==> src/rtl/nl_term_sequencer_pkg.sv <==
// Shared constants, state encoding and segment geometry for the non-linear term sequencer.
package nl_term_sequencer_pkg;

    localparam int NBIT_DEF    = 7;
    localparam int MAX_OUT_DEF = 4;

    typedef enum logic [1:0] {
        ST_IDLE = 2'd0,
        ST_RUN  = 2'd1,
        ST_DONE = 2'd2
    } seq_state_e;

    function automatic int nnl_of(input int nbit);
        return (1 << (nbit + 2)) - nbit - 4;
    endfunction

    // Segment i (1..NBIT) covers terms [seg_base(i), seg_base(i)+seg_len(i)-1].
    function automatic int seg_len(input int i);
        return (1 << (i + 1)) - 1;
    endfunction

    function automatic int seg_base(input int i);
        return (1 << (i + 1)) - i - 3;
    endfunction

    localparam int NNL_DEF  = nnl_of(NBIT_DEF);
    localparam int IDXW_DEF = $clog2(NNL_DEF);

endpackage

==> src/rtl/nl_term_sequencer_if.sv <==
// Operand, engine and result signals of the sequencer; master = sequencer, slave = environment.
interface nl_term_sequencer_if
    import nl_term_sequencer_pkg::*;
#(
    parameter int NBIT = NBIT_DEF
);
    localparam int IDXW = $clog2(nnl_of(NBIT));

    // valid/ready: a transfer happens on a cycle where both are high; valid never waits on ready.
    logic            in_valid;
    logic            in_ready;
    logic [NBIT-1:0] a;
    logic [NBIT-1:0] b;
    logic            nl_req_valid;
    logic            nl_req_ready;
    logic [IDXW-1:0] nl_req_idx;
    logic [NBIT-1:0] nl_a;
    logic [NBIT-1:0] nl_b;
    logic            nl_rsp_valid;
    logic            nl_rsp_bit;
    logic            out_valid;
    logic            out_ready;
    logic [NBIT-1:0] s;
    logic            c_out;
    logic            err;

    modport master (
        input  in_valid, a, b, nl_req_ready, nl_rsp_valid, nl_rsp_bit, out_ready,
        output in_ready, nl_req_valid, nl_req_idx, nl_a, nl_b, out_valid, s, c_out, err
    );

    modport slave (
        output in_valid, a, b, nl_req_ready, nl_rsp_valid, nl_rsp_bit, out_ready,
        input  in_ready, nl_req_valid, nl_req_idx, nl_a, nl_b, out_valid, s, c_out, err
    );

endinterface

==> src/rtl/nl_term_sequencer_seg_parity_acc.sv <==
// Folds retired term bits into a per-segment parity and flags the last term of each segment.
module seg_parity_acc
    import nl_term_sequencer_pkg::*;
#(
    parameter int NBIT = NBIT_DEF,
    parameter int SEGW = $clog2(NBIT + 2)
) (
    input  logic            clk,
    input  logic            rst_n,
    input  logic            start_i,
    input  logic            rsp_i,
    input  logic            bit_i,
    output logic            seg_done_o,
    output logic [SEGW-1:0] seg_num_o,
    output logic            parity_o
);
    localparam int REMW = NBIT + 1;

    logic [SEGW-1:0] seg_q, seg_d;
    logic [REMW-1:0] rem_q, rem_d;
    logic            par_q, par_d;
    logic            par_n;

    assign par_n      = par_q ^ bit_i;
    assign seg_done_o = rsp_i && (rem_q == REMW'(1));
    assign seg_num_o  = seg_q;
    assign parity_o   = par_n;

    always_comb begin
        seg_d = seg_q;
        rem_d = rem_q;
        par_d = par_q;
        if (start_i) begin
            seg_d = SEGW'(1);
            rem_d = REMW'(seg_len(1));
            par_d = 1'b0;
        end else if (rsp_i) begin
            if (rem_q == REMW'(1)) begin
                // Past the carry segment the reload value is never consumed.
                seg_d = seg_q + SEGW'(1);
                rem_d = REMW'(seg_len(int'(seg_q) + 1));
                par_d = 1'b0;
            end else begin
                rem_d = rem_q - REMW'(1);
                par_d = par_n;
            end
        end
    end

    always_ff @(posedge clk or negedge rst_n) begin
        if (!rst_n) begin
            seg_q <= '0;
            rem_q <= '0;
            par_q <= 1'b0;
        end else begin
            seg_q <= seg_d;
            rem_q <= rem_d;
            par_q <= par_d;
        end
    end

endmodule

==> src/rtl/nl_term_sequencer.sv <==
// Walks the shared non-linear term engine through every term index for one operand pair
// and assembles sum bits and carry-out from the per-segment term parities.
module nl_term_sequencer
    import nl_term_sequencer_pkg::*;
#(
    parameter int NBIT    = NBIT_DEF,
    parameter int MAX_OUT = MAX_OUT_DEF
) (
    input  logic                clk,
    input  logic                rst_n,
    nl_term_sequencer_if.master bus,
    output seq_state_e          dbg_state_o
);
    localparam int NNL  = nnl_of(NBIT);
    localparam int IDXW = $clog2(NNL);
    localparam int CNTW = IDXW + 1;
    localparam int OUTW = $clog2(MAX_OUT + 1);
    localparam int SEGW = $clog2(NBIT + 2);

    seq_state_e      state_q, state_d;
    logic [CNTW-1:0] issue_q, issue_d;
    logic [CNTW-1:0] retire_q, retire_d;
    logic [OUTW-1:0] outst_q, outst_d;
    logic [NBIT-1:0] a_q, b_q, s_q, s_d;
    logic            c_out_q, c_out_d;
    logic            err_q, err_d;

    logic            accept, req_valid, issue_fire, rsp_ok, last_retire, out_fire;
    logic            seg_done, seg_parity;
    logic [SEGW-1:0] seg_num;

    assign accept      = bus.in_valid && (state_q == ST_IDLE);
    assign req_valid   = (state_q == ST_RUN) && (issue_q < CNTW'(NNL)) && (outst_q < OUTW'(MAX_OUT));
    assign issue_fire  = req_valid && bus.nl_req_ready;
    assign rsp_ok      = bus.nl_rsp_valid && (state_q == ST_RUN) && (outst_q != '0);
    assign last_retire = rsp_ok && (retire_q == CNTW'(NNL - 1));
    assign out_fire    = (state_q == ST_DONE) && bus.out_ready;

    seg_parity_acc #(.NBIT(NBIT), .SEGW(SEGW)) u_seg_acc (
        .clk        (clk),
        .rst_n      (rst_n),
        .start_i    (accept),
        .rsp_i      (rsp_ok),
        .bit_i      (bus.nl_rsp_bit),
        .seg_done_o (seg_done),
        .seg_num_o  (seg_num),
        .parity_o   (seg_parity)
    );

    always_comb begin
        state_d = state_q;
        case (state_q)
            ST_IDLE: if (accept)      state_d = ST_RUN;
            ST_RUN:  if (last_retire) state_d = ST_DONE;
            ST_DONE: if (out_fire)    state_d = ST_IDLE;
            default:                  state_d = ST_IDLE;
        endcase
    end

    always_comb begin
        issue_d  = issue_q;
        retire_d = retire_q;
        outst_d  = outst_q;
        s_d      = s_q;
        c_out_d  = c_out_q;
        // Any response the sequencer cannot match to an outstanding request is spurious.
        err_d    = err_q || (bus.nl_rsp_valid && !rsp_ok);
        if (accept) begin
            issue_d  = '0;
            retire_d = '0;
            outst_d  = '0;
            s_d      = '0;
            s_d[0]   = bus.a[0] ^ bus.b[0];
            c_out_d  = 1'b0;
        end else begin
            if (issue_fire) issue_d  = issue_q + CNTW'(1);
            if (rsp_ok)     retire_d = retire_q + CNTW'(1);
            outst_d = outst_q + OUTW'(issue_fire) - OUTW'(rsp_ok);
            if (seg_done) begin
                if (seg_num == SEGW'(NBIT)) begin
                    c_out_d = seg_parity;
                end else begin
                    for (int i = 1; i < NBIT; i++) begin
                        if (seg_num == SEGW'(i)) s_d[i] = a_q[i] ^ b_q[i] ^ seg_parity;
                    end
                end
            end
        end
    end

    always_ff @(posedge clk or negedge rst_n) begin
        if (!rst_n) state_q <= ST_IDLE;
        else        state_q <= state_d;
    end

    always_ff @(posedge clk or negedge rst_n) begin
        if (!rst_n) begin
            issue_q  <= '0;
            retire_q <= '0;
            outst_q  <= '0;
            a_q      <= '0;
            b_q      <= '0;
            s_q      <= '0;
            c_out_q  <= 1'b0;
            err_q    <= 1'b0;
        end else begin
            issue_q  <= issue_d;
            retire_q <= retire_d;
            outst_q  <= outst_d;
            s_q      <= s_d;
            c_out_q  <= c_out_d;
            err_q    <= err_d;
            if (accept) begin
                a_q <= bus.a;
                b_q <= bus.b;
            end
        end
    end

    assign bus.in_ready     = (state_q == ST_IDLE);
    assign bus.nl_req_valid = req_valid;
    assign bus.nl_req_idx   = issue_q[IDXW-1:0];
    assign bus.nl_a         = a_q;
    assign bus.nl_b         = b_q;
    assign bus.out_valid    = (state_q == ST_DONE);
    assign bus.s            = s_q;
    assign bus.c_out        = c_out_q;
    assign bus.err          = err_q;
    assign dbg_state_o      = state_q;

endmodule

==> src/flat_wrapper.sv <==
// flat-port wrapper written by rule: the top's interface ports become plain ports
module nl_term_sequencer_flat import nl_term_sequencer_pkg::*;
#(
    parameter int NBIT    = NBIT_DEF,
    parameter int MAX_OUT = MAX_OUT_DEF
)
  (clk, rst_n, dbg_state_o, bus_in_valid, bus_a, bus_b, bus_nl_req_ready, bus_nl_rsp_valid, bus_nl_rsp_bit, bus_out_ready, bus_in_ready, bus_nl_req_valid, bus_nl_req_idx, bus_nl_a, bus_nl_b, bus_out_valid, bus_s, bus_c_out, bus_err);
  nl_term_sequencer_if #(.NBIT(NBIT)) bus_i ();
  input  logic clk;
  input  logic rst_n;
  output seq_state_e dbg_state_o;
  input wire logic [$bits(bus_i.in_valid)-1:0] bus_in_valid;
  input wire logic [$bits(bus_i.a)-1:0] bus_a;
  input wire logic [$bits(bus_i.b)-1:0] bus_b;
  input wire logic [$bits(bus_i.nl_req_ready)-1:0] bus_nl_req_ready;
  input wire logic [$bits(bus_i.nl_rsp_valid)-1:0] bus_nl_rsp_valid;
  input wire logic [$bits(bus_i.nl_rsp_bit)-1:0] bus_nl_rsp_bit;
  input wire logic [$bits(bus_i.out_ready)-1:0] bus_out_ready;
  output wire logic [$bits(bus_i.in_ready)-1:0] bus_in_ready;
  output wire logic [$bits(bus_i.nl_req_valid)-1:0] bus_nl_req_valid;
  output wire logic [$bits(bus_i.nl_req_idx)-1:0] bus_nl_req_idx;
  output wire logic [$bits(bus_i.nl_a)-1:0] bus_nl_a;
  output wire logic [$bits(bus_i.nl_b)-1:0] bus_nl_b;
  output wire logic [$bits(bus_i.out_valid)-1:0] bus_out_valid;
  output wire logic [$bits(bus_i.s)-1:0] bus_s;
  output wire logic [$bits(bus_i.c_out)-1:0] bus_c_out;
  output wire logic [$bits(bus_i.err)-1:0] bus_err;
  assign bus_i.in_valid = bus_in_valid;
  assign bus_i.a = bus_a;
  assign bus_i.b = bus_b;
  assign bus_i.nl_req_ready = bus_nl_req_ready;
  assign bus_i.nl_rsp_valid = bus_nl_rsp_valid;
  assign bus_i.nl_rsp_bit = bus_nl_rsp_bit;
  assign bus_i.out_ready = bus_out_ready;
  assign bus_in_ready = bus_i.in_ready;
  assign bus_nl_req_valid = bus_i.nl_req_valid;
  assign bus_nl_req_idx = bus_i.nl_req_idx;
  assign bus_nl_a = bus_i.nl_a;
  assign bus_nl_b = bus_i.nl_b;
  assign bus_out_valid = bus_i.out_valid;
  assign bus_s = bus_i.s;
  assign bus_c_out = bus_i.c_out;
  assign bus_err = bus_i.err;
  nl_term_sequencer #(.NBIT(NBIT), .MAX_OUT(MAX_OUT)) u_core (.clk(clk), .rst_n(rst_n), .bus(bus_i), .dbg_state_o(dbg_state_o));
endmodule
==> config.mk <==
export PLATFORM = sky130hd
export DESIGN_NAME = nl_term_sequencer_flat
export DESIGN_NICKNAME = d
export VERILOG_FILES = /design/src/rtl/nl_term_sequencer_pkg.sv /design/src/rtl/nl_term_sequencer_if.sv /design/src/rtl/nl_term_sequencer_seg_parity_acc.sv /design/src/rtl/nl_term_sequencer.sv /design/src/flat_wrapper.sv
export SDC_FILE = /design/constraint.sdc
export NUM_CORES = 1
export LEC_CHECK = 0
export CAP_MARGIN = 10
export CORE_ASPECT_RATIO = 1.2
export CORE_MARGIN = 2
export CORE_UTILIZATION = 58
export DETAILED_ROUTE_END_ITERATION = 16
export GPL_TIMING_DRIVEN = 0
export PLACE_DENSITY = 0.89
export SLEW_MARGIN = 10
export SYNTH_ARGS = -nofsm -noshare
export SYNTH_HDL_FRONTEND = slang
export SYNTH_SLANG_ARGS = --single-unit
==> constraint.sdc <==
create_clock -name clk -period 4.8 [get_ports clk]
set_clock_uncertainty 0.05 [all_clocks]
set_input_delay 0.48 -clock clk [delete_from_list [all_inputs] [get_ports clk]]
set_output_delay 0.48 -clock clk [all_outputs]
set_load 0.01 [all_outputs]
=== Word-level counts from Yosys, hierarchy flattened ===
Cells that the tools add are included.

* Logic and storage cells: 123
* Output and inout bits: 37
* Bits in registers: 61
* Input bits: 21

* Bitwise gates (word level): 14
* Multiplexer cells: 30
* Reduce and logical (&&, ||, !) cells: 34
* Add/subtract/negate cells: 9
* Equal/unequal tests: 15
* Shift-type cells: 1
* Order comparisons: 2

{| class="wikitable"
|+ Operators with widths
! kind !! number
|-
| 10-bit 2-to-1 mux || 4
|-
| 8-bit 2-to-1 mux || 3
|-
| 2-bit nonzero test || 11
|-
| 3-bit AND reduction || 7
|-
| 10-bit by 1-bit adder with 10-bit output, second input constant || 2
|-
| 6-bit 2-to-1 mux || 3
|-
| 4-bit by 3-bit == test with 1-bit output, second input constant || 4
|-
| 1-bit XOR || 14
|-
| 1-bit 2-to-1 mux || 12
|-
| 4-bit 2-to-1 mux || 3
|-
| 10-bit by 9-bit == test with 1-bit output, second input constant || 1
|-
| 1-bit logical AND || 10
|-
| 10-bit by 9-bit < comparator with 1-bit output, second input constant || 1
|-
| 4-bit by 2-bit == test with 1-bit output, second input constant || 2
|-
| 8-bit by 1-bit == test with 1-bit output, second input constant || 1
|-
| 2-bit by 1-bit != test with 1-bit output, second input constant || 4
|-
| 1-bit by 6-bit << shifter with 8-bit output, first input constant || 1
|-
| 8-bit by 1-bit subtractor with 8-bit output, second input constant || 1
|-
| 8-bit by 2-bit subtractor with 8-bit output, second input constant || 1
|-
| 5-bit by 1-bit adder with 6-bit output, second input constant || 1
|-
| 2-bit 2-to-1 mux || 3
|-
| 2-bit case mux with 3 select lines || 1
|-
| 4-bit by 1-bit adder with 5-bit output, second input constant || 1
|-
| 4-bit by 1-bit adder with 4-bit output, second input constant || 1
|-
| other kinds (12) || 13
|}

=== Logic depth before layout (Yosys ltp) ===
Gate-level depths: netlist (run 1).

* Depth in word-level cells: 7
* Depth in mapped cells: 13
* Depth with buffers taken out: 11

=== By module ===
A second synthesis (run 1) with hierarchy kept.

* Cells, all modules: 398
* Area total of the unflattened synthesis: 3624.7 µm²

{| class="wikitable"
|+ By module, submodules not included
! module !! cells each !! instances !! sequential area each (µm²) !! area each (µm²)
|-
| nl_term_sequencer || 271 || 1 || 1201.2 || 2547.4
|-
| seg_parity_acc || 127 || 1 || 325.3 || 1077.3
|}

=== Worst setup path after synthesis (run 1) ===
OpenSTA, ideal clock, no wires.

* Kind: reg2reg
* From: register u_core.outst_q[1]
* To: register u_core.outst_q[2]
* Required time: 4618 ps
* Data arrival time: 2514 ps
* Buffers on the path: 2
* Cell stages (with the launch flop): 14
* Library setup time: 132 ps
* Clock period less this slack: 2696 ps
* Path slack: 2104 ps
* Cell sequence: dfrtp_1 -> or3_4 -> nand2_1 -> buf_2 -> inv_2 -> buf_2 -> ha_1 -> inv_1 -> ha_1 -> inv_1 -> fa_1 -> xor2_1 -> xnor2_1 -> nor2_1

* Word-level cells in the longest chain between the ends: 6
* Elaborated cells between the ends (all ways): 8
* Classes of those cells: add/sub: 2; order compare: 1; mux: 1; reduce/logical: 4

{| class="wikitable"
|+ Ends and longest elaborated chain
! item !! line !! RTL
|-
| start, declared || nl_term_sequencer.sv:23 || <nowiki>logic [OUTW-1:0] outst_q, outst_d;</nowiki>
|-
| start signal, assigned || nl_term_sequencer.sv:109 || <nowiki>outst_q <= outst_d;</nowiki>
|-
| 3-bit < comparator || nl_term_sequencer.sv:33 || <nowiki>assign req_valid = (state_q == ST_RUN) && (issue_q < CNTW'(NNL)) && (outst_q < OUTW'(MAX_OUT));</nowiki>
|-
| 1-bit logical AND || nl_term_sequencer.sv:33 ||
|-
| 1-bit logical AND || nl_term_sequencer.sv:34 || <nowiki>assign issue_fire = req_valid && bus.nl_req_ready;</nowiki>
|-
| 3-bit by 1-bit adder with 3-bit output || nl_term_sequencer.sv:78 || <nowiki>outst_d = outst_q + OUTW'(issue_fire) - OUTW'(rsp_ok);</nowiki>
|-
| 3-bit by 1-bit subtractor with 3-bit output * || nl_term_sequencer.sv:78 ||
|-
| 3-bit 2-to-1 mux * || nl_term_sequencer.sv:68 || <nowiki>if (accept) begin</nowiki>
|-
| net u_core.outst_d[2] || nl_term_sequencer.sv:23 ||
|}

The timed path passes the listed nets; every way through them passes the cells marked *.
A chain may end at the register's enable or synchronous reset.

=== Worst setup path in the final report (run 1) ===
* From: input bus_nl_rsp_valid
* To: register u_core.outst_q[2]

* Word-level cells in the longest chain between the ends: 4

{| class="wikitable"
|+ Ends and longest elaborated chain
! item !! line !! RTL
|-
| start, declared || flat_wrapper.sv:16 || <nowiki>input wire logic [$bits(bus_i.nl_rsp_valid)-1:0] bus_nl_rsp_valid;</nowiki>
|-
| 1-bit logical AND (2 in series) || nl_term_sequencer.sv:35 || <nowiki>assign rsp_ok = bus.nl_rsp_valid && (state_q == ST_RUN) && (outst_q != '0);</nowiki>
|-
| 3-bit by 1-bit subtractor with 3-bit output || nl_term_sequencer.sv:78 ||
|-
| 3-bit 2-to-1 mux || nl_term_sequencer.sv:68 ||
|-
| net u_core.outst_d[2] || nl_term_sequencer.sv:23 ||
|}

The timed path passes the listed nets, and every way through them passes these cells.

==> flow_summary.rst, run 1 <==
.. list-table::
   :header-rows: 1

   * - Metric
     - Value
   * - Result of the run
     - complete, no violations
   * - Initial antenna violation count
     - 0
   * - Final wirelength
     - 8.36 mm
   * - Slew at the pin closest to its max-slew limit
     - between 0.9 and 1 ns
   * - Number of gates resized after CTS
     - 0
   * - Number of nets still failing antenna checks after routing
     - 0
   * - Count of unresolved DRC violations after routing
     - 0
   * - TritonCTS clock tree
     - yes
   * - Summed negative setup slack over all endpoints
     - 0 ns
   * - Number of endpoints with negative hold slack in the final report
     - 0
   * - Average wire per standard cell
     - 15.9 um
   * - Count of cell types in the netlist
     - 55
   * - Pre-antenna DRT Iters
     - 6
   * - Synth async-reset ratio
     - 1.00
   * - Width of the die
     - 74.7 um
   * - Class of the tightest hold or removal check
     - input port to async pin
   * - Maximum capacitance violations
     - 0
   * - CP Cell Sequence
     - clkdlybuf4s50_1, and3b_2, nand2_1, buf_2, inv_2, buf_2, ha_1, inv_1, ha_1, inv_1, fa_1, xor2_1, xnor2_1, nor2_1
   * - HPWL reported at the end of detailed placement
     - 5.86 mm
   * - Crit path max-delay cell type
     - sky130_fd_sc_hd__clkdlybuf4s50_1
   * - Root buffer selected by CTS
     - sky130_fd_sc_hd__clkbuf_8
   * - Total power density per cell area
     - 528 nW/um^2
   * - Synthesis warning total
     - 0
   * - Total power
     - 2.28 mW
   * - Largest incremental delay on the critical path
     - 0.52 ns
   * - Post-synth EDFFs
     - 0
   * - Post-layout util
     - 0.751
   * - CP Data Arrival Time
     - 3.28 ns
   * - CP endpoint kind
     - register
   * - CP max FO
     - 10
   * - Placed cell count
     - 512
   * - Clock Path Buffers
     - 2
   * - Req. time, crit path
     - 4.97 ns
   * - Final setup viols
     - 0
   * - Hold_buf cts
     - 0
   * - Switching power share of the total
     - 0.409
   * - Growth of design area from synthesis to finish
     - 23.9%
   * - Leak Pwr
     - 1.88 nW
   * - Worst slew margin
     - 0.333
   * - Post-Syn Area per Cell
     - 9.28 um^2
   * - Post-layout instance area
     - 4310 um^2
   * - Aggregate global routing overflow
     - 0
   * - Post-synth top flop
     - sky130_fd_sc_hd__dfrtp_1
   * - Iteration-0 DRC count of the detailed router
     - 279
   * - Cell area after placement
     - around 4100 um^2
   * - # H-tree levels
     - 3
   * - Clock latency on the worst-skew pair
     - about 0.34 ns
   * - Max frequency
     - 321 MHz
   * - Clock buffers created by TritonCTS
     - 9
   * - Cells after Synth
     - between 300 and 400
   * - Total clock sinks
     - 61
   * - Power share of the clock group
     - 0.174
   * - Worst IR Drop VDD
     - 0.289 mV
   * - Number of nets in the finished design
     - 480
   * - Number of antenna cells inserted
     - 0
   * - Final Instance Count excl. Fillers
     - 527
   * - Core footprint
     - 5740 um^2
   * - Final cycle utilization of the critical path
     - 0.648
   * - Boundary Pins
     - 58
   * - Syn Std Cell Area
     - 3480 um^2
   * - Vias in the first global route
     - 2,928
   * - Unrepaired setup endpoints after global routing
     - false
   * - Power share of the sequential group
     - 0.368
   * - Net load switching power
     - 0.933 mW
   * - Effective utilization at floorplan
     - 0.606
   * - Syn_nets
     - 412
   * - Clk slew on worst S/H paths
     - 0.07 ns
   * - GRT Util Overall
     - 0.278
   * - Internal portion of total power
     - around 1.3 mW
   * - Avg Vias per Cell
     - roughly 5.7
   * - Final period demand of the worst path
     - 3.11 ns
   * - Vias
     - 3,017
   * - Die ar.
     - 6640 um^2
   * - Register bit count reported by yosys
     - 61
   * - Filler cell count
     - 420
   * - Number of port buffers
     - 57
   * - Die height
     - approximately 90 um
   * - Pin count of the biggest net entering global routing
     - 62
   * - Final slew viol count
     - 0
   * - First-pass GRT wire length
     - 13.9 mm
   * - Most common cell after layout, fill and taps aside
     - sky130_fd_sc_hd__nand2_1
   * - WS Path Type
     - input port to register
   * - Share of cells above drive strength 1
     - 0.0917
   * - Sequential share of the synthesized area
     - 0.439
   * - Last weighted congestion value of the routability-driven placer
     - roughly 0.9
   * - Row cnt
     - 30
   * - Part of the total power dissipated in combinational logic
     - 0.458
   * - Post-CTS Setup Repair Bufs
     - 0
   * - Leading cell types in the layout, fill and taps excluded
     - 68 x sky130_fd_sc_hd__nand2_1, 61 x sky130_fd_sc_hd__dfrtp_1, 56 x sky130_fd_sc_hd__clkdlybuf4s50_1
   * - Critical path startpoint category
     - input port
-- power groups by stage --
stage	clock, mW	combinational [mW]	sequential (mW)
after floorplan	0	0.711	0.817
after global placement	0	0.983	0.831
after detailed placement	0	1.02	0.842
after CTS	0.400	1.04	0.834
after global routing	0.426	1.16	0.861
final	0.396	1.04	0.839
-- sequential cells by signal, indices dropped and copies added, names as in the netlist --
signal,count
u_core.bus.c_out,1
u_core.bus.err,1
u_core.bus.nl_a,7
u_core.bus.nl_b,7
u_core.bus.s,7
u_core.dbg_state_o,2
u_core.issue_q,10
u_core.outst_q,3
u_core.retire_q,10
u_core.u_seg_acc.par_q,1
u_core.u_seg_acc.rem_q,8
u_core.u_seg_acc.seg_num_o,4
-- worst max-delay path: cells and delay by family --
kind,cells,cell delay [ns]
buffers and inverters,6,1.28
XOR/XNOR,2,0.32
adder cells (fa/ha/maj),3,0.79
AND/OR/NAND/NOR,3,0.39
-- routing by layer --
metal	global-route usage	vias to the layer above	share of wire
met1	0.329	1456	0.40
met4	0.112	0	0.016
met3	0.0661	15	0.058
met2	0.483	106	0.52
li1	-	1440	-
met5	0	-	0
-- cell usage after synthesis (2+ instances only) --
cell | n | share of area
sky130_fd_sc_hd__inv_1 | 19 | 0.020
sky130_fd_sc_hd__o2111ai_1 | 2 | 0.0050
sky130_fd_sc_hd__nor2_1 | 24 | 0.026
sky130_fd_sc_hd__buf_2 | 3 | 0.0043
sky130_fd_sc_hd__nor4_4 | 2 | 0.012
sky130_fd_sc_hd__nand4_1 | 8 | 0.014
sky130_fd_sc_hd__nor2b_1 | 2 | 0.0036
sky130_fd_sc_hd__ha_1 | 15 | 0.054
sky130_fd_sc_hd__mux2i_1 | 3 | 0.0086
sky130_fd_sc_hd__clkbuf_1 | 6 | 0.0065
sky130_fd_sc_hd__nand3_1 | 13 | 0.019
sky130_fd_sc_hd__dfrtp_1 | 61 | 0.44
sky130_fd_sc_hd__and2_1 | 4 | 0.0072
sky130_fd_sc_hd__nor3_1 | 10 | 0.014
sky130_fd_sc_hd__a311oi_1 | 7 | 0.018
sky130_fd_sc_hd__xnor2_1 | 23 | 0.058
sky130_fd_sc_hd__nand4b_1 | 2 | 0.0050
sky130_fd_sc_hd__a21oi_1 | 17 | 0.024
sky130_fd_sc_hd__xor2_1 | 5 | 0.013
sky130_fd_sc_hd__buf_4 | 9 | 0.019
sky130_fd_sc_hd__a31oi_1 | 5 | 0.0090
sky130_fd_sc_hd__o21ai_0 | 19 | 0.027
sky130_fd_sc_hd__a211oi_1 | 2 | 0.0043
sky130_fd_sc_hd__o31ai_1 | 4 | 0.0086
sky130_fd_sc_hd__nand3b_1 | 3 | 0.0065
sky130_fd_sc_hd__clkbuf_8 | 2 | 0.0079
sky130_fd_sc_hd__nand2_1 | 68 | 0.073
sky130_fd_sc_hd__a21o_1 | 2 | 0.0043
sky130_fd_sc_hd__or3_1 | 6 | 0.011
sky130_fd_sc_hd__nor3b_1 | 4 | 0.0086
-- path summary, 6_finish.rpt --
check | start | to | slack, ns | depth (start not counted)
min in group clk | u_core.bus.err$_DFF_PN0_ | u_core.bus.err$_DFF_PN0_ | 0.42 | 1
max in group asynchronous | rst_n | u_core.bus.nl_a[5]$_DFFE_PN0P_ | 4.04 | 1
worst max-delay path | bus_nl_rsp_valid | u_core.outst_q[2]$_DFF_PN0_ | 1.69 | 14
worst min-delay path | rst_n | u_core.u_seg_acc.rem_q[1]$_DFFE_PN0P_ | 0.15 | 1
worst max register to register | u_core.outst_q[1]$_DFF_PN0_ | u_core.outst_q[2]$_DFF_PN0_ | 1.74 | 13
worst min register to register | u_core.bus.err$_DFF_PN0_ | u_core.bus.err$_DFF_PN0_ | 0.42 | 1
-- cells by family (layout without fill, tap and decap cells) --
logic type / count (synthesis) / in the layout / share of synthesized area
AOI/OAI and AO/OA: 68 / 68 / 0.125
xor gates and xnor gates: 28 / 28 / 0.0705
adders and majority gates: 16 / 16 / 0.0597
buffers and inverters: 41 / 113 / 0.0608
DFF: 61 / 61 / 0.439
muxes: 3 / 3 / 0.00863
and+or+nand+nor: 158 / 158 / 0.236
-- metrics by stage --
step / hold WS, ns / setup slack (ns)
global placement: 0.407 / 1.25
global route: 0.218 / 1.53
detailed placement: 0.410 / 1.37
CTS: 0.186 / 1.70
floorplan: 0.134 / 2.10
finish: 0.153 / 1.69
-- layout make-up --
cell class	instances	area, um^2	area share
flip-flops and latches	61	1530	0.354
inverters	20	75.1	0.0174
clock inverters	5	27.5	0.00638
clock buffers	10	138	0.0319
repair buffers	57	568	0.132
well taps	80	100	0.0232
multi-input cells	273	1740	0.404
plain buffers	21	136	0.0316
No activity file was read; power rests on OpenSTA's default activity.
==> inputs of run 2 (changes only) <==
CORE_UTILIZATION = 54   (was 58)
PLACE_DENSITY = 0.84   (was 0.89)
clock period = 3.08 ns   (was 4.8 ns; I/O delays follow)
==> flow_summary.rst, run 2 (synthesis gave the netlist of run 1 again) <==
.. list-table::
   :header-rows: 1

   * - Metric
     - Value
   * - Final slew viol count
     - 0
   * - Worst IR Drop VDD
     - between 0.4 and 0.5 mV
   * - CP Data Arrival Time
     - between 3 and 4 ns
   * - Final Instance Count excl. Fillers
     - 532
   * - Effective utilization at floorplan
     - 0.550
   * - Vias
     - between 2,000 and 3,000
   * - Initial antenna violation count
     - 0
   * - Aggregate global routing overflow
     - 0
   * - Pin count of the biggest net entering global routing
     - 62
   * - GRT Util Overall
     - 0.245
   * - Count of unresolved DRC violations after routing
     - 0
   * - Unrepaired setup endpoints after global routing
     - false
   * - Dominant delay contributor by cell family on the critical path
     - adder cells
   * - Total clock sinks
     - 61
   * - HPWL reported at the end of detailed placement
     - 5.76 mm
   * - Buffers and inverters on the worst path
     - 5
   * - Final cycle utilization of the critical path
     - 0.956
   * - Post-CTS Setup Repair Bufs
     - 0
   * - Violations in the final reports
     - negative hold slack
   * - Final period demand of the worst path
     - 2.95 ns
   * - Number of nets still failing antenna checks after routing
     - 0
   * - WS Path Type
     - register to register
   * - Leading cell types in the layout, fill and taps excluded
     - 68 x sky130_fd_sc_hd__nand2_1, 60 x sky130_fd_sc_hd__dfrtp_1, 56 x sky130_fd_sc_hd__clkdlybuf4s50_1
   * - Pre-antenna DRT Iters
     - 4
   * - Die ar.
     - 7100 um^2
   * - Placed cell count
     - slightly above 500
   * - Maximum capacitance violations
     - 0
   * - Power share of the clock group
     - 0.208
   * - Part of the total power dissipated in combinational logic
     - 0.438
   * - Final wirelength
     - roughly 8 mm
   * - Number of nets in the finished design
     - 480
   * - Largest regs
     - u_core.issue_q x10, u_core.retire_q x10, u_core.u_seg_acc.rem_q x8
   * - Final setup viols
     - 0
   * - Number of antenna cells inserted
     - 0
   * - Die height
     - around 92 um
   * - Power share of the sequential group
     - 0.354
   * - TritonCTS clock tree
     - yes
   * - Result of the run
     - finished, violations left
   * - Slew at the pin closest to its max-slew limit
     - 1.01 ns
   * - CP endpoint kind
     - register
   * - CP Cell Sequence
     - or3_4, nand2_1, buf_6, inv_2, buf_2, ha_1, inv_1, ha_1, inv_1, fa_1, xor2_2, xnor2_1, nor2_1
   * - Class of the tightest hold or removal check
     - input port to async pin
   * - Width of the die
     - roughly 77 um
   * - Largest incremental delay on the critical path
     - 0.42 ns
   * - Core footprint
     - 6330 um^2
   * - Worst slew margin
     - 0.324
   * - Crit path max-delay cell type
     - sky130_fd_sc_hd__dfrtp_1
   * - Growth of design area from synthesis to finish
     - 25.9%
   * - # H-tree levels
     - 3
   * - Vias in the first global route
     - 3,028
   * - Switching power share of the total
     - 0.387
   * - Total power density per cell area
     - 846 nW/um^2
   * - Critical path startpoint category
     - register
   * - Leak Pwr
     - between 1.5 and 2 nW
   * - Clock Path Buffers
     - 2
   * - Number of endpoints with negative hold slack in the final report
     - 23
   * - Filler cell count
     - 532
   * - Clock buffers created by TritonCTS
     - 9
   * - Root buffer selected by CTS
     - sky130_fd_sc_hd__clkbuf_8
   * - Req. time, crit path
     - 3.24 ns
   * - Internal portion of total power
     - 2.27 mW
   * - Most common cell after layout, fill and taps aside
     - sky130_fd_sc_hd__nand2_1
   * - Boundary Pins
     - 58
   * - Clock latency on the worst-skew pair
     - 0.35 ns
   * - First-pass GRT wire length
     - 13.7 mm
   * - Clk slew on worst S/H paths
     - ~0.06 ns
   * - Net load switching power
     - roughly 1.4 mW
   * - Iteration-0 DRC count of the detailed router
     - 144
   * - Total power
     - 3.71 mW
   * - Number of port buffers
     - 57
   * - Avg Vias per Cell
     - 5.50
   * - CP max FO
     - 10
   * - Row cnt
     - 32
   * - Last weighted congestion value of the routability-driven placer
     - 0.902
   * - Min Hold Slack
     - -0.0224 ns
   * - Max frequency
     - 339 MHz
   * - Share of cells above drive strength 1
     - 0.0962
   * - Average wire per standard cell
     - 15.1 um
[run 2: power groups by stage]
stage,Clock [mW],Combinational (mW),Sequential (mW)
floorplan,0,1.11,1.27
global placement,0,1.54,1.30
detailed placement,0,1.60,1.31
CTS,0.784,1.62,1.30
global route,0.820,1.82,1.35
finish,0.771,1.62,1.31
[run 2: worst paths after layout]
path / startpoint / end / slack, ns / cells after the start
hold reg to reg: u_core.bus.err$_DFF_PN0_ / u_core.bus.err$_DFF_PN0_ / 0.41 / 1
min in group clk: u_core.bus.err$_DFF_PN0_ / u_core.bus.err$_DFF_PN0_ / 0.41 / 1
setup reg to reg: u_core.outst_q[1]$_DFF_PN0_ / u_core.outst_q[2]$_DFF_PN0_ / 0.13 / 13
hold / removal: rst_n / u_core.issue_q[3]$_DFFE_PN0P_ / -0.02 / 1
max in group asynchronous: rst_n / u_core.outst_q[2]$_DFF_PN0_ / 2.47 / 1
setup / recovery: u_core.outst_q[1]$_DFF_PN0_ / u_core.outst_q[2]$_DFF_PN0_ / 0.13 / 13
[run 2: layout make-up]
cell class	instances	area, um^2	area share
Buffer	21	143	0.0326
Timing Repair Buffer	57	568	0.130
Tap cell	85	106	0.0243
Inverter	20	75.1	0.0171
Multi-Input combinational cell	273	1750	0.399
Sequential cell	61	1530	0.349
Clock inverter	5	75.1	0.0171
Clock buffer	10	138	0.0314
[run 2: timing repair]
action	CTS	global route
setup endpoints to repair	0	1
hold endpoints to repair	0	0
hold buffers	0	0
resized for setup	0	5
[run 2: metrics by stage]
step	utilization	worst slack [ns]	setup TNS, ns	cell area [um^2]
2_1_floorplan	-	0.384	0	3480
3_3_place_gp	0.657	-0.348	-21.17	4160
3_5_place_dp	0.657	-0.209	-0.209	4150
4_1_cts	0.690	0.0471	0	4370
5_1_grt	0.693	0.0247	0	4380
6_report	0.693	0.134	0	4380
[run 2: metal layers]
layer	track usage	up-vias	wire (um)
li1	-	1433	-
met1	0.275	1392	3250
met2	0.429	85	4180
met3	0.0669	15	393
met4	0.112	0	204
met5	0	-	0
==> inputs of run 3 (changes only) <==
SLEW_MARGIN = unset   (was 10)
==> flow_summary.rst, run 3 (synthesis gave the netlist of run 1 again) <==
.. list-table::
   :header-rows: 1

   * - Metric
     - Value
   * - Result of the run
     - complete, no violations
   * - Unrepaired setup endpoints after global routing
     - false
   * - Last weighted congestion value of the routability-driven placer
     - 0.902
   * - Worst reg-to-reg setup slack
     - 0.16 ns
   * - Pin count of the biggest net entering global routing
     - 32
   * - Die height
     - a little over 90 um
   * - Effective utilization at floorplan
     - 0.550
   * - Total clock sinks
     - 61
   * - GRT Util Overall
     - 0.254
   * - Clock buffers created by TritonCTS
     - 9
   * - Final setup viols
     - 0
   * - Req. time, crit path
     - 3.24 ns
   * - Number of endpoints with negative hold slack in the final report
     - 0
   * - Min Hold Slack
     - approximately 0.42 ns
   * - Number of antenna cells inserted
     - 0
   * - Core footprint
     - 6330 um^2
   * - Average wire per standard cell
     - ~15 um
   * - Summed negative setup slack over all endpoints
     - 0 ns
   * - Share of cells above drive strength 1
     - 0.0980
   * - Worst slew margin
     - 0.347
   * - Clk slew on worst S/H paths
     - 0.07 ns
   * - TritonCTS clock tree
     - yes
   * - Class of the tightest hold or removal check
     - register to register
   * - Number of nets in the finished design
     - 482
   * - Source of the worst register-to-register timing path
     - u_core.outst_q[1]$_DFF_PN0_
   * - Flip-flop and latch area
     - 1530 um^2
   * - Pre-antenna DRT Iters
     - 4
   * - Area of combinational cells with multiple inputs
     - ~1800 um^2
   * - Aggregate global routing overflow
     - 0
   * - Filler cell count
     - approximately 530
   * - Final period demand of the worst path
     - slightly below 3 ns
   * - Initial antenna violation count
     - 0
   * - Most common cell after layout, fill and taps aside
     - sky130_fd_sc_hd__nand2_1
   * - Clock Path Buffers
     - 2
   * - HPWL reported at the end of detailed placement
     - 5.93 mm
   * - First-pass GRT wire length
     - 14.2 mm
   * - Final wirelength
     - 8.19 mm
   * - Max frequency
     - 343 MHz
   * - Number of nets still failing antenna checks after routing
     - 0
   * - Final slew viol count
     - 0
   * - Iteration-0 DRC count of the detailed router
     - 189
   * - Count of unresolved DRC violations after routing
     - 0
   * - Total power
     - 3.73 mW
   * - Vias in the first global route
     - around 3,200
   * - Die ar.
     - 7100 um^2
   * - CP endpoint kind
     - register
   * - Setup slack after placement
     - -0.192 ns
   * - # H-tree levels
     - 3
   * - Number of port buffers
     - 57
   * - Vias
     - approximately 3,000
   * - Slack of the critical path
     - approximately 0.16 ns
   * - Final cycle utilization of the critical path
     - 0.947
   * - Clock latency on the worst-skew pair
     - between 0.3 and 0.4 ns
   * - Largest regs
     - u_core.issue_q x10, u_core.retire_q x10, u_core.u_seg_acc.rem_q x8
   * - Timing startpoint of the critical path
     - u_core.outst_q[1]$_DFF_PN0_
   * - CP max FO
     - 10
   * - Slew at the pin closest to its max-slew limit
     - approximately 0.97 ns
   * - Growth of design area from synthesis to finish
     - 26.8%
   * - Root buffer selected by CTS
     - sky130_fd_sc_hd__clkbuf_8
   * - WS Path Type
     - register to register
   * - Endpoint of the worst-slack reg-to-reg timing path
     - u_core.outst_q[2]$_DFF_PN0_
   * - Worst IR Drop VDD
     - 0.461 mV
   * - Leak Pwr
     - ~1.9 nW
   * - Worst R2R Path Depth
     - 13
   * - Post-CTS Setup Repair Bufs
     - 0
   * - Post-layout util
     - 0.697
   * - Boundary Pins
     - 58
   * - Timing endpoint of the critical path
     - u_core.outst_q[2]$_DFF_PN0_
   * - CP Data Arrival Time
     - 3.08 ns
   * - Leading cell types in the layout, fill and taps excluded
     - 67 x sky130_fd_sc_hd__nand2_1, 61 x sky130_fd_sc_hd__dfrtp_1, 56 x sky130_fd_sc_hd__clkdlybuf4s50_1
   * - Row cnt
     - 32
   * - Maximum capacitance violations
     - 0
   * - Width of the die
     - 77.3 um
   * - Total power density per cell area
     - 845 nW/um^2
   * - Avg Vias per Cell
     - 5.68
   * - Critical path startpoint category
     - register
## run 3: cell count changes in the layout (fill, tap and decap cells not counted), sizes merged
cell | previous run | this run
buf | 14 | 15
dlygate4sd3 | 0 | 1
## run 3: repair_timing
action                                  CTS  global route
hold buffers                              1             0
endpoints found under the setup margin    0             1
gates resized for setup                   0             5
endpoints found under the hold margin    14             0
## run 3: worst min-delay path by stage
| stage | from | end | slack, ns | depth (start not counted) |
|---|---|---|---|---|
| after global placement | u_core.bus.err$_DFF_PN0_ | u_core.bus.err$_DFF_PN0_ | 0.39 | 1 |
| after detailed placement | rst_n | u_core.issue_q[3]$_DFFE_PN0P_ | 0.36 | 1 |
| after CTS | u_core.bus.err$_DFF_PN0_ | u_core.bus.err$_DFF_PN0_ | 0.42 | 1 |
| after floorplan | rst_n | u_core.bus.c_out$_DFFE_PN0P_ | -0.04 | 0 |
| after global routing | u_core.bus.err$_DFF_PN0_ | u_core.bus.err$_DFF_PN0_ | 0.44 | 1 |
| final | u_core.bus.err$_DFF_PN0_ | u_core.bus.err$_DFF_PN0_ | 0.42 | 1 |
## run 3: metal layers
metal  vias up  wire length [um]  global-route usage
li1       1440                 -                   -
met1      1456              3230               0.276
met2       108              4240               0.449
met3        27               437              0.0610
met4         0               282               0.144
met5         -                 0                   0
## run 3: final cells by class
class                   instances  area share
clock inverters                 5      0.0170
repair buffers                 59       0.135
inverters                      20      0.0170
flip-flops and latches         61       0.346
plain buffers                  21      0.0323
multi-input cells             273       0.397
clock buffers                  10      0.0312
well taps                      85      0.0241
## run 3: metrics by stage
step,instances,area [um^2]
2_1_floorplan,375,3480
3_3_place_gp,517,4160
3_5_place_dp,518,4170
4_1_cts,534,4390
5_1_grt,534,4410
6_report,534,4410
## run 3: critical path, cell delays in order (launching register included)
cell                      delay (ns)
sky130_fd_sc_hd__dfrtp_1        0.43
sky130_fd_sc_hd__or3_4          0.41
sky130_fd_sc_hd__nand2_2        0.11
sky130_fd_sc_hd__buf_6          0.15
sky130_fd_sc_hd__inv_2          0.09
sky130_fd_sc_hd__buf_2          0.21
sky130_fd_sc_hd__ha_1           0.29
sky130_fd_sc_hd__inv_1          0.06
sky130_fd_sc_hd__ha_1           0.14
sky130_fd_sc_hd__inv_1          0.05
sky130_fd_sc_hd__fa_1           0.41
sky130_fd_sc_hd__xor2_2         0.17
sky130_fd_sc_hd__xnor2_1        0.16
sky130_fd_sc_hd__nor2_1         0.06
## run 3: where the power goes
part	leakage (nW)	internal, mW	switching, mW
Sequential	0.783	1.02	0.294
Clock	0.112	0.468	0.306
Combinational	1.02	0.781	0.853
Total	1.92	2.27	1.45
